<file path="src/rtl/stack_datapath_if.sv">
// Command/result bundle between the stack-machine control unit (master) and the datapath (slave).
// The control unit drives strobes and operands; the datapath returns top-of-stack, ALU result and status.
interface stack_datapath_if #(
    parameter int DATA_RANGE  = 8,
    parameter int STACK_DEPTH = 16,
    parameter int FLAGS_COUNT = 2
);
    localparam int DEPTH_W = $clog2(STACK_DEPTH) + 1;

    logic [DATA_RANGE-1:0]  datapath_in;
    logic                   cache_a_b_not;
    logic                   cache_en;
    logic                   ALUOP;
    logic                   push_result;
    logic                   push_alu;
    logic                   is_data_indirect;
    logic                   pop_operand;
    logic                   write_mem_result;
    logic [DATA_RANGE-1:0]  data_memory_write_addr;

    logic [DATA_RANGE-1:0]  stack_out;
    logic [DATA_RANGE-1:0]  alu_out;
    logic [FLAGS_COUNT-1:0] flags;
    logic [DEPTH_W-1:0]     depth;
    logic                   overflow;
    logic                   underflow;

    modport master (
        output datapath_in, cache_a_b_not, cache_en, ALUOP, push_result, push_alu,
               is_data_indirect, pop_operand, write_mem_result, data_memory_write_addr,
        input  stack_out, alu_out, flags, depth, overflow, underflow
    );

    modport slave (
        input  datapath_in, cache_a_b_not, cache_en, ALUOP, push_result, push_alu,
               is_data_indirect, pop_operand, write_mem_result, data_memory_write_addr,
        output stack_out, alu_out, flags, depth, overflow, underflow
    );
endinterface

</file>
<file path="src/rtl/stack_datapath.sv">
// Operand stack, A/B cache, 8-bit add/sub ALU, flags and data memory; stack updates land 1 cycle after the strobe.
// No backpressure: every strobe is acted on; rejected pushes/pops only set the sticky overflow/underflow flags.
module stack_datapath #(
    parameter int DATA_RANGE  = 8,
    parameter int STACK_DEPTH = 16,
    parameter int FLAGS_COUNT = 2
) (
    input  logic              clk,
    input  logic              rst,
    stack_datapath_if.slave   bus
);
    localparam int PTR_W   = $clog2(STACK_DEPTH);
    localparam int DEPTH_W = PTR_W + 1;
    localparam int DMEM_N  = 2 ** DATA_RANGE;

    logic [DATA_RANGE-1:0]  stack_mem [STACK_DEPTH];
    logic [DATA_RANGE-1:0]  dmem      [DMEM_N];

    logic [DEPTH_W-1:0]     sp;
    logic [DATA_RANGE-1:0]  a_reg;
    logic [DATA_RANGE-1:0]  b_reg;
    logic [FLAGS_COUNT-1:0] flags_reg;
    logic                   overflow_reg;
    logic                   underflow_reg;

    logic                   empty;
    logic                   full;
    logic [PTR_W-1:0]       top_idx;
    logic [DATA_RANGE-1:0]  top_val;
    logic [DATA_RANGE-1:0]  alu_val;
    logic [DATA_RANGE-1:0]  push_val;

    logic                   stk_wr_en;
    logic [PTR_W-1:0]       stk_wr_idx;
    logic [DEPTH_W-1:0]     sp_nxt;
    logic                   ovf_set;
    logic                   udf_set;
    logic                   push_taken;

    assign empty   = (sp == '0);
    assign full    = (sp == DEPTH_W'(STACK_DEPTH));
    // When full, the low pointer bits wrap to 0, so minus one still lands on the last entry.
    assign top_idx = sp[PTR_W-1:0] - 1'b1;
    assign top_val = empty ? '0 : stack_mem[top_idx];

    assign alu_val = bus.ALUOP ? (a_reg - b_reg) : (a_reg + b_reg);

    always_comb begin
        push_val = bus.datapath_in;
        if (bus.push_alu) begin
            push_val = alu_val;
        end else if (bus.is_data_indirect) begin
            push_val = dmem[bus.datapath_in];
        end
    end

    // Stack command decode; push+pop on a non-empty stack is an in-place replace of the top.
    always_comb begin
        stk_wr_en  = 1'b0;
        stk_wr_idx = sp[PTR_W-1:0];
        sp_nxt     = sp;
        ovf_set    = 1'b0;
        udf_set    = 1'b0;
        push_taken = 1'b0;
        if (bus.push_result && !bus.pop_operand) begin
            if (full) begin
                ovf_set = 1'b1;
            end else begin
                stk_wr_en  = 1'b1;
                push_taken = 1'b1;
                sp_nxt     = sp + 1'b1;
            end
        end else if (bus.pop_operand && !bus.push_result) begin
            if (empty) begin
                udf_set = 1'b1;
            end else begin
                sp_nxt = sp - 1'b1;
            end
        end else if (bus.push_result && bus.pop_operand) begin
            stk_wr_en  = 1'b1;
            push_taken = 1'b1;
            if (empty) begin
                sp_nxt = sp + 1'b1;
            end else begin
                stk_wr_idx = top_idx;
            end
        end
    end

    always_ff @(posedge clk) begin
        if (rst) begin
            sp            <= '0;
            a_reg         <= '0;
            b_reg         <= '0;
            flags_reg     <= '0;
            overflow_reg  <= 1'b0;
            underflow_reg <= 1'b0;
        end else begin
            sp <= sp_nxt;
            if (bus.cache_en) begin
                if (bus.cache_a_b_not) begin
                    a_reg <= bus.datapath_in;
                end else begin
                    b_reg <= bus.datapath_in;
                end
            end
            if (push_taken && bus.push_alu) begin
                flags_reg <= {push_val[DATA_RANGE-1], (push_val == '0)};
            end
            if (ovf_set) begin
                overflow_reg <= 1'b1;
            end
            if (udf_set) begin
                underflow_reg <= 1'b1;
            end
        end
    end

    // Storage arrays carry no reset; writes are simply suppressed while rst is high.
    always_ff @(posedge clk) begin
        if (!rst && stk_wr_en) begin
            stack_mem[stk_wr_idx] <= push_val;
        end
    end

    always_ff @(posedge clk) begin
        if (!rst && bus.write_mem_result) begin
            dmem[bus.data_memory_write_addr] <= top_val;
        end
    end

    assign bus.stack_out = top_val;
    assign bus.alu_out   = alu_val;
    assign bus.flags     = flags_reg;
    assign bus.depth     = sp;
    assign bus.overflow  = overflow_reg;
    assign bus.underflow = underflow_reg;

endmodule
</file>
<file path="src/flat_wrapper.sv">
// flat-port wrapper written by rule: the top's interface ports become plain ports
module stack_datapath_flat 
#(
    parameter int DATA_RANGE  = 8,
    parameter int STACK_DEPTH = 16,
    parameter int FLAGS_COUNT = 2
)
  (clk, rst, bus_datapath_in, bus_cache_a_b_not, bus_cache_en, bus_ALUOP, bus_push_result, bus_push_alu, bus_is_data_indirect, bus_pop_operand, bus_write_mem_result, bus_data_memory_write_addr, bus_stack_out, bus_alu_out, bus_flags, bus_depth, bus_overflow, bus_underflow);
  stack_datapath_if #(.DATA_RANGE(DATA_RANGE), .STACK_DEPTH(STACK_DEPTH), .FLAGS_COUNT(FLAGS_COUNT)) bus_i ();
  input  logic clk;
  input  logic rst;
  input wire logic [$bits(bus_i.datapath_in)-1:0] bus_datapath_in;
  input wire logic [$bits(bus_i.cache_a_b_not)-1:0] bus_cache_a_b_not;
  input wire logic [$bits(bus_i.cache_en)-1:0] bus_cache_en;
  input wire logic [$bits(bus_i.ALUOP)-1:0] bus_ALUOP;
  input wire logic [$bits(bus_i.push_result)-1:0] bus_push_result;
  input wire logic [$bits(bus_i.push_alu)-1:0] bus_push_alu;
  input wire logic [$bits(bus_i.is_data_indirect)-1:0] bus_is_data_indirect;
  input wire logic [$bits(bus_i.pop_operand)-1:0] bus_pop_operand;
  input wire logic [$bits(bus_i.write_mem_result)-1:0] bus_write_mem_result;
  input wire logic [$bits(bus_i.data_memory_write_addr)-1:0] bus_data_memory_write_addr;
  output wire logic [$bits(bus_i.stack_out)-1:0] bus_stack_out;
  output wire logic [$bits(bus_i.alu_out)-1:0] bus_alu_out;
  output wire logic [$bits(bus_i.flags)-1:0] bus_flags;
  output wire logic [$bits(bus_i.depth)-1:0] bus_depth;
  output wire logic [$bits(bus_i.overflow)-1:0] bus_overflow;
  output wire logic [$bits(bus_i.underflow)-1:0] bus_underflow;
  assign bus_i.datapath_in = bus_datapath_in;
  assign bus_i.cache_a_b_not = bus_cache_a_b_not;
  assign bus_i.cache_en = bus_cache_en;
  assign bus_i.ALUOP = bus_ALUOP;
  assign bus_i.push_result = bus_push_result;
  assign bus_i.push_alu = bus_push_alu;
  assign bus_i.is_data_indirect = bus_is_data_indirect;
  assign bus_i.pop_operand = bus_pop_operand;
  assign bus_i.write_mem_result = bus_write_mem_result;
  assign bus_i.data_memory_write_addr = bus_data_memory_write_addr;
  assign bus_stack_out = bus_i.stack_out;
  assign bus_alu_out = bus_i.alu_out;
  assign bus_flags = bus_i.flags;
  assign bus_depth = bus_i.depth;
  assign bus_overflow = bus_i.overflow;
  assign bus_underflow = bus_i.underflow;
  stack_datapath #(.DATA_RANGE(DATA_RANGE), .STACK_DEPTH(STACK_DEPTH), .FLAGS_COUNT(FLAGS_COUNT)) u_core (.clk(clk), .rst(rst), .bus(bus_i));
endmodule
</file>
<file path="config.mk">
export PLATFORM = sky130hd
export DESIGN_NAME = stack_datapath_flat
export DESIGN_NICKNAME = d
export VERILOG_FILES = /design/src/rtl/stack_datapath_if.sv /design/src/rtl/stack_datapath.sv /design/src/flat_wrapper.sv
export SDC_FILE = /design/constraint.sdc
export NUM_CORES = 2
export LEC_CHECK = 0
export ABC_AREA = 1
export CAP_MARGIN = 40
export CORE_ASPECT_RATIO = 0.9
export CORE_MARGIN = 4
export CORE_UTILIZATION = 40
export CTS_BUF_LIST = sky130_fd_sc_hd__clkbuf_4
export DETAILED_ROUTE_END_ITERATION = 10
export PLACE_DENSITY = 0.58
export REMOVE_ABC_BUFFERS = 1
export SYNTH_ARGS = -nofsm -noshare
export SYNTH_HDL_FRONTEND = slang
export SYNTH_SLANG_ARGS = --single-unit
</file>
<file path="constraint.sdc">
create_clock -name clk -period 18.4 [get_ports clk]
set_input_delay 3.68 -clock clk [delete_from_list [all_inputs] [get_ports clk]]
set_output_delay 3.68 -clock clk [all_outputs]
set_load 0.02 [all_outputs]
</file>
==> impl_metrics.tcl <==
set metrics [dict create \
    yosysSeqAreaShare 0.732 \
    finalSetupViolations 0 \
    drtIter0Drc 6963 \
    worstSkewPairLatency_ps 1400 \
    cts_hold_buf 0 \
    r2r-start "u_core.bus.depth[0]" \
    multi_input_area_mm2 0.0213 \
    wl_um 256000 \
    dieWidth_um 508 \
    period_share 0.552 \
    worst_hold_slack_ps 469 \
    initial_core_util 0.403 \
    synthesis.area_mm2 0.0899 \
    arrival_ps 6480 \
    synthArstFlopShare 0 \
    syn_avg_cell_area_um2 11.9 \
    reg_top3 "u_core.dmem (2048), u_core.stack_mem (128)" \
    finalNetCount 7878 \
    core.rowCount 164 \
    clock_path_buffers 4 \
    regArea_mm2 0.0658 \
    cts_tree "yes" \
    grt_setup_unrepaired "false" \
    leakage_nw 35.1 \
    synthCells 7561 \
    fmax_ghz 0.0984 \
    synth_common_cells "edfxtp_1, nand2_1, nand3_1, nor2_1, o21ai_0" \
    yosysMostFrequentCell "edfxtp_1" \
    ir_drop_mv 0.193 \
    pwr-share-comb 0.204 \
    placeableCoreArea_mm2 0.223 \
    grt_pass1_wl_um 380000 \
    largest_reg_flops 2048 \
    hold_start "u_core.bus.overflow" \
    period_minus_slack_ps 10160 \
    crit_path_start "bus_ALUOP" \
    status "complete, no violations" \
    drive_above_1_share 0.129 \
    cap_violations 0 \
    synth_top_area_share 0.727 \
    wire_per_inst_um 22.9 \
    clkTransAtPathRegs_ps 60 \
    seq_power_share 0.506 \
    dr_total_vias 61000 \
    p_per_area_mw_per_mm2 139 \
    placement.io_buffers 50 \
    final_max_slew_viol_count 0 \
    n_fill_cell 20700 \
    fin_worst_skew_ps 115 \
    synth_cell_type_count 36 \
    worst-setup-path-type "in2out" \
    synth-seq-cells 2201 \
    areaGrowthSynthToFinish_pct 11.4 \
    p_sw_w 0.00433 \
    grt_pass1_vias 58400 \
    dieArea_mm2 0.232 \
    yosysTopAreaCell "edfxtp_1" \
    cts_max_level 6 \
    synth_warnings 0 \
    holdCritPathClass "reg2reg" \
    cp-end-kind "output pin" \
    power_w 0.0140 \
    final_core_util 0.449 \
    grt_max_degree 193 \
    grtUsageTotal 0.215 \
    cp.required_ps 14720 \
    gp_congestion 0.850 \
    cts_setup_buffers 0 \
    dpl_cell_area_mm2 0.0934 \
    die_h_um 458 \
    post-route-cell-area_mm2 0.100 \
    cts.sinks 2201 \
    dpl.hpwl_um 141000 \
    cts_made_buffers 584 \
    fin_tns_setup_ps 0 \
    io_pins 51 \
    cp-start-kind "input port" \
    via_per_inst 5.46 \
    hold_viol_final 0 \
    min_path_cells 2 \
    internal_power_w 0.00962 \
    drc 0 \
    worst_slew_pin_slew_ps 1100 \
    swShare 0.310 \
    top_register "u_core.dmem" \
    ant_nets 0 \
    cts_resized 0 \
    first_pass_iters 5 \
    cts-root-buf "clkbuf_4" \
    synth_edf_count 2176 \
    synth_ff_type "edfxtp_1" \
    grt.overflow.total 0 \
    antenna_found_initial 15 \
    cp_max_fo 6 \
    rr_worst_depth 14 \
    maxSlewHeadroom 0.265 \
    yosys-top-cells-area "edfxtp_1, nand3_1, nand2_1" \
    p_clk_frac 0.290 \
]
-- placed cells by master (no fill, tap or decap), types with 5 or more instances in the layout --
master              n
a21oi_1            99
a221oi_1           14
a22oi_1            15
buf_12             18
buf_16             11
buf_4             120
clkbuf_4          841
clkdlybuf4s50_1    44
clkinv_1           69
clkinv_2            5
dfxtp_1            24
diode_2            11
edfxtp_1         2176
ha_1               16
inv_1              96
inv_2              18
nand2_1          1931
nand3_1          1699
nand3_2             6
nand4_1             9
nor2_1            574
nor3_1             20
nor3_2              7
o211ai_1           12
o21ai_0           222
o21ai_1            14
o221ai_1           59
o22ai_1            11
xnor2_1             5
xor2_1             12
-- kinds of logic (layout without fill, tap and decap cells) --
kind of cell	after synthesis	after routing	share of synthesized area
other	0	11	0
flip-flops	2201	2201	0.732
XOR/XNOR	17	17	0.00166
AO/OA/AOI/OAI	454	454	0.0294
adder cells (fa/ha/maj)	17	17	0.00245
AND/OR/NAND/NOR	4254	4254	0.202
buffers and inverters	618	1241	0.0318
-- power by group through the flow --
stage          Sequential (W)  Clock (W)  Combinational (W)
3_5_place_dp          0.00716          0            0.00288
6_report              0.00706    0.00405            0.00284
4_1_cts               0.00705    0.00414            0.00288
5_1_grt               0.00706    0.00445            0.00306
3_3_place_gp          0.00717          0            0.00272
2_1_floorplan         0.00782          0            0.00120
-- worst paths after layout --
| kind | endpoint | slack, ps |
|---|---|---|
| worst max-delay path | bus_alu_out[7] | 8240 |
| worst min-delay path | u_core.bus.overflow | 470 |
| worst max register to register | u_core.dmem[47][6] | 12600 |
| worst min register to register | u_core.bus.overflow | 470 |
-- cell type report --
| cell class | instances | area share |
|---|---|---|
| flip-flops and latches | 2201 | 0.657 |
| clock inverters | 94 | 0.00443 |
| diodes | 11 | 0.000275 |
| repair buffers | 203 | 0.0211 |
| inverters | 103 | 0.00415 |
| clock buffers | 841 | 0.0630 |
| multi-input cells | 4742 | 0.212 |
| well taps | 2988 | 0.0373 |
-- critical path: stages --
cell and delay (ps):
clkdlybuf4s50_1 510, o21ai_0 320, inv_1 90, ha_1 290, nand3b_1 100, nand2_1 90
a21oi_1 130, o21bai_1 110, nand2_1 70, nand2_1 40, a21oi_1 140, xor2_1 250
clkdlybuf4s50_1 650
-- stage by stage --
step           setup WS, ps  instances
6_report               8240      11200
5_1_grt                7970      11200
4_1_cts                8250      11200
3_5_place_dp           8260      10200
3_3_place_gp           8140      10200
2_1_floorplan          91.9       7046
-- layer usage --
| layer | vias to the layer above | GRT usage | wire [um] |
|---|---|---|---|
| met3 | 420 | 0.0459 | 23200 |
| met1 | 29800 | 0.309 | 110000 |
| met2 | 2864 | 0.325 | 116000 |
| met5 | - | 0 | 29 |
| met4 | 4 | 0.0723 | 7270 |
| li1 | 27900 | - | - |
Note: power is estimated with default switching activity, not from simulation.
